## src/rtl/alu_issue_seq.sv

```systemverilog
// Multicycle issue sequencer for the 9-bit ALU: accept -> operand read -> execute/writeback.
// Owns the 4-entry register file and halts permanently on opcode 4'b1111.
module alu_issue_seq #(
    parameter int NREGS = 4,
    parameter int DW    = 9
) (
    input  logic          clk,
    input  logic          reset,
    input  logic          instr_valid,
    input  logic [16:0]   instr,
    output logic          instr_ready,
    output logic [3:0]    alu_opcode,
    output logic [DW-1:0] alu_a,
    output logic [DW-1:0] alu_b,
    input  logic [DW-1:0] alu_result,
    output logic          wb_valid,
    output logic [1:0]    wb_reg,
    output logic [DW-1:0] wb_data,
    output logic          halted,
    output logic [7:0]    retired,
    input  logic [1:0]    dbg_sel,
    output logic [DW-1:0] dbg_data
);

    localparam logic [1:0] S_IDLE = 2'd0;
    localparam logic [1:0] S_READ = 2'd1;
    localparam logic [1:0] S_EXEC = 2'd2;
    localparam logic [1:0] S_HALT = 2'd3;

    localparam logic [3:0] OP_IDLE = 4'b0100;
    localparam logic [3:0] OP_IMM  = 4'b1010;
    localparam logic [3:0] OP_NOP  = 4'b1011;
    localparam logic [3:0] OP_HALT = 4'b1111;

    logic [1:0]    state_q, state_d;
    logic [16:0]   ir_q, ir_d;
    logic [DW-1:0] regs_q [NREGS];
    logic          reg_we;
    logic [3:0]    alu_opcode_q, alu_opcode_d;
    logic [DW-1:0] alu_a_q, alu_a_d;
    logic [DW-1:0] alu_b_q, alu_b_d;
    logic          wb_valid_q, wb_valid_d;
    logic [1:0]    wb_reg_q, wb_reg_d;
    logic [DW-1:0] wb_data_q, wb_data_d;
    logic          halted_q, halted_d;
    logic [7:0]    retired_q, retired_d;

    logic [3:0] ir_op;
    logic [1:0] ir_rd;
    logic [1:0] ir_ra;
    logic [1:0] ir_rb;
    logic [8:0] ir_imm;

    assign ir_op  = ir_q[16:13];
    assign ir_rd  = ir_q[12:11];
    assign ir_ra  = ir_q[10:9];
    assign ir_rb  = ir_q[1:0];
    assign ir_imm = ir_q[8:0];

    // Handshake: an instruction transfers on a rising edge where instr_valid and
    // instr_ready are both high; instr_ready is high only in IDLE.
    assign instr_ready = (state_q == S_IDLE);

    always_comb begin
        state_d      = state_q;
        ir_d         = ir_q;
        alu_opcode_d = alu_opcode_q;
        alu_a_d      = alu_a_q;
        alu_b_d      = alu_b_q;
        wb_valid_d   = 1'b0;
        wb_reg_d     = wb_reg_q;
        wb_data_d    = wb_data_q;
        halted_d     = halted_q;
        retired_d    = retired_q;
        reg_we       = 1'b0;
        case (state_q)
            S_IDLE: begin
                if (instr_valid) begin
                    ir_d = instr;
                    if (instr[16:13] == OP_HALT) begin
                        state_d  = S_HALT;
                        halted_d = 1'b1;
                    end else begin
                        state_d = S_READ;
                    end
                end
            end
            S_READ: begin
                alu_opcode_d = ir_op;
                alu_a_d      = regs_q[ir_ra];
                alu_b_d      = (ir_op == OP_IMM) ? ir_imm : regs_q[ir_rb];
                state_d      = S_EXEC;
            end
            S_EXEC: begin
                if (ir_op != OP_NOP) begin
                    reg_we     = 1'b1;
                    wb_valid_d = 1'b1;
                    wb_reg_d   = ir_rd;
                    wb_data_d  = alu_result;
                end
                retired_d    = retired_q + 8'd1;
                alu_opcode_d = OP_IDLE;
                state_d      = S_IDLE;
            end
            S_HALT: begin
                state_d = S_HALT;
            end
            default: begin
                state_d = S_IDLE;
            end
        endcase
    end

    always_ff @(posedge clk or posedge reset) begin
        if (reset) begin
            state_q      <= S_IDLE;
            ir_q         <= '0;
            alu_opcode_q <= OP_IDLE;
            alu_a_q      <= '0;
            alu_b_q      <= '0;
            wb_valid_q   <= 1'b0;
            wb_reg_q     <= '0;
            wb_data_q    <= '0;
            halted_q     <= 1'b0;
            retired_q    <= '0;
        end else begin
            state_q      <= state_d;
            ir_q         <= ir_d;
            alu_opcode_q <= alu_opcode_d;
            alu_a_q      <= alu_a_d;
            alu_b_q      <= alu_b_d;
            wb_valid_q   <= wb_valid_d;
            wb_reg_q     <= wb_reg_d;
            wb_data_q    <= wb_data_d;
            halted_q     <= halted_d;
            retired_q    <= retired_d;
        end
    end

    // Register file: operands are sampled in READ, so rd==ra sees the old value.
    always_ff @(posedge clk or posedge reset) begin
        if (reset) begin
            for (int i = 0; i < NREGS; i++) begin
                regs_q[i] <= '0;
            end
        end else if (reg_we) begin
            regs_q[ir_rd] <= alu_result;
        end
    end

    assign alu_opcode = alu_opcode_q;
    assign alu_a      = alu_a_q;
    assign alu_b      = alu_b_q;
    assign wb_valid   = wb_valid_q;
    assign wb_reg     = wb_reg_q;
    assign wb_data    = wb_data_q;
    assign halted     = halted_q;
    assign retired    = retired_q;
    assign dbg_data   = regs_q[dbg_sel];

endmodule
```

## config.mk

```make
export PLATFORM = sky130hd
export DESIGN_NAME = alu_issue_seq
export DESIGN_NICKNAME = d
export VERILOG_FILES = /design/src/rtl/alu_issue_seq.sv
export SDC_FILE = /design/constraint.sdc
export NUM_CORES = 1
export LEC_CHECK = 0
export CORE_MARGIN = 2
export CORE_UTILIZATION = 53
export DETAILED_ROUTE_END_ITERATION = 6
export MAX_ROUTING_LAYER = met4
export PLACE_DENSITY = 0.92
export SLEW_MARGIN = 20
export SYNTH_ARGS = -nofsm -noshare
export SYNTH_HDL_FRONTEND = slang
export SYNTH_SLANG_ARGS = --single-unit
```

## constraint.sdc

```tcl
create_clock -name clk -period 3.54 [get_ports clk]
set_input_delay 0.708 -clock clk [delete_from_list [all_inputs] [get_ports clk]]
set_output_delay 0.708 -clock clk [all_outputs]
set_load 0.05 [all_outputs]
```

# After elaboration in Yosys (flattened, before gate mapping)
# Index checks and enable logic that the tools add are counted.
[op_classes]
addsub = 1
bitwise_logic = 4
n_shift = 0
multipliers = 0
n_mux = 19
div = 0
n_eq_ne = 7
n_lt_le_gt_ge = 5
reduce_logical = 6
[op_table]
columns = ["cell", "n"]
rows = [
  ["9-bit two-way mux", 8],
  ["9-bit binary-select mux with 2-bit select", 3],
  ["36-bit bitwise mux", 1],
  ["9-bit demux with 2-bit select", 1],
  ["3-bit >= comparator (second input constant)", 4],
  ["2-bit inverter with 3-bit output", 4],
  ["8-bit by 1-bit adder with 8-bit output (second input constant)", 1],
  ["4-bit equality test (second input constant)", 2],
  ["2-bit one-hot mux with 4 select lines", 1],
  ["4-bit one-hot mux with 2 select lines", 1],
  ["2-bit equality test (second input constant)", 2],
  ["2-bit two-way mux", 2],
  ["4-bit != test (second input constant)", 1],
  ["2-bit AND reduction", 2],
  ["3-bit by 1-bit less-than comparator with 1-bit output (second input constant)", 1],
  ["3-bit AND reduction", 1],
  ["2-bit by 1-bit equality test with 1-bit output (second input constant)", 1],
  ["2-bit zero test", 1],
  ["1-bit two-way mux", 2],
  ["2-bit != test (second input constant)", 1],
  ["2-bit nonzero test", 1],
  ["1-bit logical AND", 1],
]
[totals]
mem_count = 0
mem_bits_ro = 0
in_bits = 31
reg_bits = 98
out_inout_bits = 53
mem_bits_rw = 0
latchBits = 0

# Depth between registers and ports, before layout
# Gate-level depths: netlist of the first run.
[logic_depth]
depth_word = 6
depth_mapped = 7
ltp_nobuf = 5

# Worst setup path before layout of the first run
# No wires, ideal clock.
[synth_path]
path_kind = "input to output"
start = "in dbg_sel[0]"
end = "out dbg_data[0]"
cell_stages = 2
arrival_time_ps = 1650
path_slack_ps = 1182
path_cell_list = "buf_2 > mux4_2"
[synth_via]
elab_chain_cells = 4
[synth_lines]
columns = ["element", "line", "text"]
rows = [
  ["from (decl)", "21", "input logic [1:0] dbg_sel,"],
  ["2-bit inverter with 3-bit output (implied by the code)", "159", "assign dbg_data = regs_q[dbg_sel];"],
  ["9-bit binary-select mux with 2-bit select", "159", ""],
  ["9-bit two-way mux (implied by the code) (2 in a row)", "159", ""],
  ["to (decl)", "22", "output logic [DW-1:0] dbg_data"],
]
# Every way passes these cells. The select of a mux whose other input is x is not followed.

# Worst setup path in the final report of the first run
[layout_path]
start = "in dbg_sel[0]"
end = "out dbg_data[8]"
# Same word-level chain as after synthesis.

==> impl_metrics.env, run 1 <==
export IMPL_rows=34
export IMPL_power_switching_mw=0.544
export IMPL_setup_violations=0
export IMPL_seq_area_frac_synth_pct=53.1
export IMPL_status="completed"
export IMPL_min_period_ns=2.84
export IMPL_grt_use_total_pct=22.9
export IMPL_worst_pin_slew_ns=0.819
export IMPL_hold_depth=1
export IMPL_synth_area_top_cells="dfrtp_1 53%, mux2_2 16%, mux4_2 12%"
export IMPL_peakVddDrop_mv=0.223
export IMPL_die_x_um=97.3
export IMPL_cts_buffers=9
export IMPL_clk_path_buf_depth=2
export IMPL_drt_iter0_markers=202
export IMPL_ioPinCount=84
export IMPL_clk_latency_ns=0.35
export IMPL_fillCellCount=600
export IMPL_p_leak_nw=2.52
export IMPL_skew_ns=0.00816
export IMPL_cap_viol_max_count=0
export IMPL_grt_max_degree=79
export IMPL_yosys_register_bits=98
export IMPL_synth_edf_count=0
export IMPL_layout_commonest_cell="dfrtp_1"
export IMPL_ys_warn_count=0
export IMPL_fin_crit_sh_pct=80.2
export IMPL_io_buffer_count=83
export IMPL_synth_async_reset_ratio_pct=100
export IMPL_cts_tree="yes"
export IMPL_dp_slack_ns=0.693
export IMPL_largestRegisters="regs_q: 36 flops, ir_q: 17 flops"
export IMPL_core_area_um2=8590
export IMPL_gr_total_overflow=0
export IMPL_rsz0062_at_grt="no"
export IMPL_clockPowerShare_pct=34.5
export IMPL_synth_avg_cell_area_um2=14.9
export IMPL_clkSinkCount=98
export IMPL_finalHoldViolations=0
export IMPL_mostFrequentLayoutCells="97 x dfrtp_1, 74 x clkdlybuf4s50_1, 66 x mux2_2"
export IMPL_drc=0
export IMPL_final_setup_tns_ns=0
export IMPL_synth_top_area_cell="dfrtp_1"
export IMPL_dp_hpwl_mm=7.16
export IMPL_wire_per_inst_um=20.3
export IMPL_clock_fmax_mhz=352
export IMPL_cts_setup_buffers=0
export IMPL_dr_pass1_iters=4
export IMPL_cts_max_level=3
export IMPL_start_kind="primary input"
export IMPL_num_nets_final=428
export IMPL_largest_reg_flops=36
export IMPL_synth_top_cell_area_share_pct=52.6
export IMPL_fin_ws_ns=0.700
export IMPL_regMostFlops="regs_q"
export IMPL_antenna_cells=0
export IMPL_cp_arrival_ns=2.13
export IMPL_grt_pass1_vias=3078
export IMPL_cts_root_buf="clkbuf_8"
export IMPL_switching_share_pct=25.6
export IMPL_synth_ff_type="dfrtp_1"
export IMPL_p_per_area_nw_per_um2=373
export IMPL_viasPerCell=5.73
export IMPL_drive_gt1_share_pct=34.1
export IMPL_internal_power_mw=1.58
export IMPL_hold_path_class="reg -> reg"
export IMPL_start_util_pct=53.7
export IMPL_die_h_um=97.3
export IMPL_seq_power_share_pct=55.1
export IMPL_cts_resized=0
export IMPL_die_area_um2=9480
export IMPL_relSlewSlack_pct=45.3
export IMPL_r2r_cells=4
export IMPL_vias=2888
export IMPL_cts_hold_buf=0
export IMPL_worstSetupPathType="in -> out"
export IMPL_clk_pin_slew_ns=0.09
export IMPL_synth_area_um2=4620
export IMPL_slew_violations=0
export IMPL_grt_first_pass_wirelength_mm=16.3
export IMPL_combPwrFrac_pct=10.5
export IMPL_synth_cell_type_count=35
export IMPL_endpoint_kind="primary output"
export IMPL_required_ns=2.83
export IMPL_grt_antenna_before_repair=0
export IMPL_detail_route_antenna_nets=0
export IMPL_crit_fanout=9
export IMPL_synth_nets=347
export IMPL_area_growth_pct=23.5
export IMPL_wl_mm=10.2
export IMPL_gp_congestion=0.886
export IMPL_syn_inst=310
worst paths after layout:
kind / startpoint / to / slack [ns]
max: dbg_sel[0] / dbg_data[8] / 0.70
min: retired[7] / retired[7] / 0.47
max reg2reg: state_q[0] / wb_data[1] / 1.33
min reg2reg: retired[7] / retired[7] / 0.47
max in group asynchronous: reset / ir_q[8] / 2.19
min in group asynchronous: reset / retired[2] / 0.65
synthesized netlist by cell type, types with 5 or more instances:
library cell and count:
a31oi_1 7, buf_2 7, dfrtp_1 97, ha_1 6
inv_1 7, mux2_2 66, mux2_4 9, mux4_2 25
nand2_1 19, nand4_1 5, nor2_1 13, o21ai_0 5
cell type report:
class | count | area (um^2) | area share [%]
Clock buffer | 10 | 128 | 2.24
Multi-Input combinational cell | 189 | 2040 | 35.8
Inverter | 7 | 28.8 | 0.504
Clock inverter | 6 | 73.8 | 1.29
Timing Repair Buffer | 86 | 843 | 14.8
Sequential cell | 98 | 2450 | 43.0
Tap cell | 108 | 135 | 2.37
power by group through the flow:
stage	sequential, mW	combinational [mW]	clock (mW)
after global routing	1.17	0.236	0.789
final	1.17	0.223	0.733
after CTS	1.17	0.225	0.742
after floorplan	1.20	0.119	0
after detailed placement	1.19	0.224	0
after global placement	1.19	0.219	0
worst max-delay path, cell delays in order:
cell             delay [ns]
clkdlybuf4s50_1        0.46
buf_4                  0.22
mux4_2                 0.53
buf_4                  0.21
metal layers:
metal | track usage, % | vias up | share of wire, % | wire [um]
li1 | - | 1302 | - | -
met1 | 28.6 | 1494 | 42 | 4250
met2 | 38.4 | 80 | 52 | 5340
met3 | 4.46 | 12 | 4.7 | 480
met4 | 7.37 | 0 | 1.6 | 165
met5 | - | - | 0 | 0
cell families after synthesis:
family | Yosys count | share of synthesized area [%]
multiplexers | 104 | 32.1
flip-flops | 98 | 53.1
AND/OR/NAND/NOR | 54 | 6.77
buffers and inverters | 23 | 2.65
AO/OA/AOI/OAI | 18 | 2.41
XOR/XNOR | 7 | 1.33
adder cells (fa/ha/maj) | 6 | 1.63
through the flow:
step,cell area [um^2],util (%),std cells,hold WS (ns),total power [mW]
2_1_floorplan,4620,-,310,0.479,1.32
6_report,5700,66.4,504,0.471,2.13
3_3_place_gp,5500,64.0,488,0.457,1.41
3_5_place_dp,5500,64.0,488,0.460,1.42
4_1_cts,5700,66.4,504,0.473,2.14
5_1_grt,5700,66.4,504,0.494,2.20
(Power assumes the default switching activity.)
==> inputs of run 2 (changes only) <==
clock period = 2.8 ns   (was 3.54 ns; I/O delays follow)
==> run 2 against run 1 <==
Net effect:
- cell count is 0.20% higher
- routed wire length shrank 2.2%
- non-clock buffer count up 2
- count of clock-buffer cells in the layout up 1
- via count grew 1.6%
- combinational power increased by 29%
- clock skew grew 0.0033 ns
- first-iteration DRC count is 43% lower
- critical path depth did not move
- sequential power is 26% higher
- sequential cell count did not move
- power increased by 26%
- largest power group unchanged
==> impl_metrics.env, run 2 (synthesis gave the netlist of run 1 again) <==
export IMPL_gp_congestion=0.779
export IMPL_grt_antenna_before_repair=0
export IMPL_clock_fmax_mhz=393
export IMPL_setup_violations=0
export IMPL_drt_iter0_markers=115
export IMPL_peakVddDrop_mv=0.343
export IMPL_grt_use_total_pct=22.8
export IMPL_cts_max_level=3
export IMPL_rows=34
export IMPL_cts_resized=0
export IMPL_regMostFlops="regs_q"
export IMPL_worst_pin_slew_ns=0.834
export IMPL_drc=0
export IMPL_endpoint_kind="primary output"
export IMPL_viasPerCell=5.81
export IMPL_die_h_um=97.3
export IMPL_r2r_slack_ns=0.85
export IMPL_grt_pass1_vias=3083
export IMPL_grt_first_pass_wirelength_mm=16.6
export IMPL_clk_pin_slew_ns=0.10
export IMPL_rsz0062_at_grt="no"
export IMPL_grt_max_degree=99
export IMPL_dp_cells=490
export IMPL_fin_util_pct=66.6
export IMPL_cap_viol_max_count=0
export IMPL_num_nets_final=430
export IMPL_path_buf_inv=3
export IMPL_fillCellCount=591
export IMPL_crit_chain="clkdlybuf4s50_1 -> buf_12 -> mux4_2 -> buf_4"
export IMPL_detail_route_antenna_nets=0
export IMPL_die_area_um2=9480
export IMPL_status="completed"
export IMPL_worstSetupPathType="in -> out"
export IMPL_cts_hold_buf=0
export IMPL_wl_mm=10.0
export IMPL_io_buffer_count=83
export IMPL_final_setup_tns_ns=0
export IMPL_fin_crit_sh_pct=90.9
export IMPL_dp_hpwl_mm=6.81
export IMPL_path_delay_family="buffers and inverters"
export IMPL_required_ns=2.24
export IMPL_clkSinkCount=98
export IMPL_largestRegisters="regs_q: 36 flops, ir_q: 17 flops"
export IMPL_min_period_ns=2.55
export IMPL_fin_cells=505
export IMPL_cts_root_buf="clkbuf_8"
export IMPL_drive_gt1_share_pct=34.3
export IMPL_layout_commonest_cell="dfrtp_1"
export IMPL_relSlewSlack_pct=44.2
export IMPL_cts_tree="yes"
export IMPL_slowest_delay_ns=0.52
export IMPL_area_growth_pct=24.0
export IMPL_slew_violations=0
export IMPL_wire_per_inst_um=19.8
export IMPL_clk_latency_ns=0.37
export IMPL_core_area_um2=8590
export IMPL_fin_ws_ns=0.255
export IMPL_gr_total_overflow=0
export IMPL_p_leak_nw=2.52
export IMPL_start_util_pct=53.7
export IMPL_ioPinCount=84
export IMPL_die_x_um=97.3
export IMPL_cts_buffers=9
export IMPL_dr_pass1_iters=4
export IMPL_cp_arrival_ns=1.99
export IMPL_p_per_area_nw_per_um2=469
export IMPL_slowest_stage="clkdlybuf4s50_1"
export IMPL_skew_ns=0.0114
export IMPL_clk_path_buf_depth=2
export IMPL_start_kind="primary input"
export IMPL_hold_path_class="reg -> reg"
export IMPL_dp_slack_ns=0.244
export IMPL_largest_reg_flops=36
export IMPL_mostFrequentLayoutCells="97 x dfrtp_1, 74 x clkdlybuf4s50_1, 66 x mux2_2"
export IMPL_vias=2934
export IMPL_crit_fanout=9
export IMPL_cts_setup_buffers=0
export IMPL_antenna_cells=0
export IMPL_finalHoldViolations=0
[run 2: worst paths after layout]
path,from,to,cells after the start
max,dbg_sel[0],dbg_data[0],4
min in group asynchronous,reset,state_q[0],3
min,halted,halted,1
min reg2reg,halted,halted,1
max reg2reg,state_q[0],wb_data[2],4
max in group asynchronous,reset,regs_q[14],3
[run 2: cell type report]
cell class	count	area, um^2	share of cell area, %
Clock inverter	4	52.6	0.918
Sequential cell	98	2450	42.9
Inverter	7	30.0	0.524
Timing Repair Buffer	88	871	15.2
Clock buffer	11	141	2.47
Multi-Input combinational cell	189	2040	35.7
Tap cell	108	135	2.36
[run 2: layer usage]
| layer | vias up | wire [um] | share of wire (%) | global-route usage, % |
|---|---|---|---|---|
| met1 | 1562 | 4380 | 44 | 30.2 |
| met3 | 17 | 309 | 3.1 | 2.73 |
| met2 | 53 | 5160 | 52 | 37.6 |
| li1 | 1302 | - | - | - |
| met4 | 0 | 163 | 1.6 | 6.94 |
| met5 | - | 0 | 0 | - |
[run 2: where the power goes]
part	total [mW]	switching [mW]	internal, mW	leakage [nW]
Clock	0.925	0.492	0.433	0.0877
Combinational	0.287	0.154	0.133	1.18
Sequential	1.48	0.0288	1.45	1.25
Total	2.69	0.674	2.01	2.52
[run 2: stage by stage]
step	power, mW	hold WS (ns)	area (um^2)
after floorplan	1.67	0.479	4620
after global routing	2.78	0.521	5730
final	2.69	0.485	5730
after detailed placement	1.79	0.463	5530
after global placement	1.78	0.456	5530
after CTS	2.70	0.489	5730
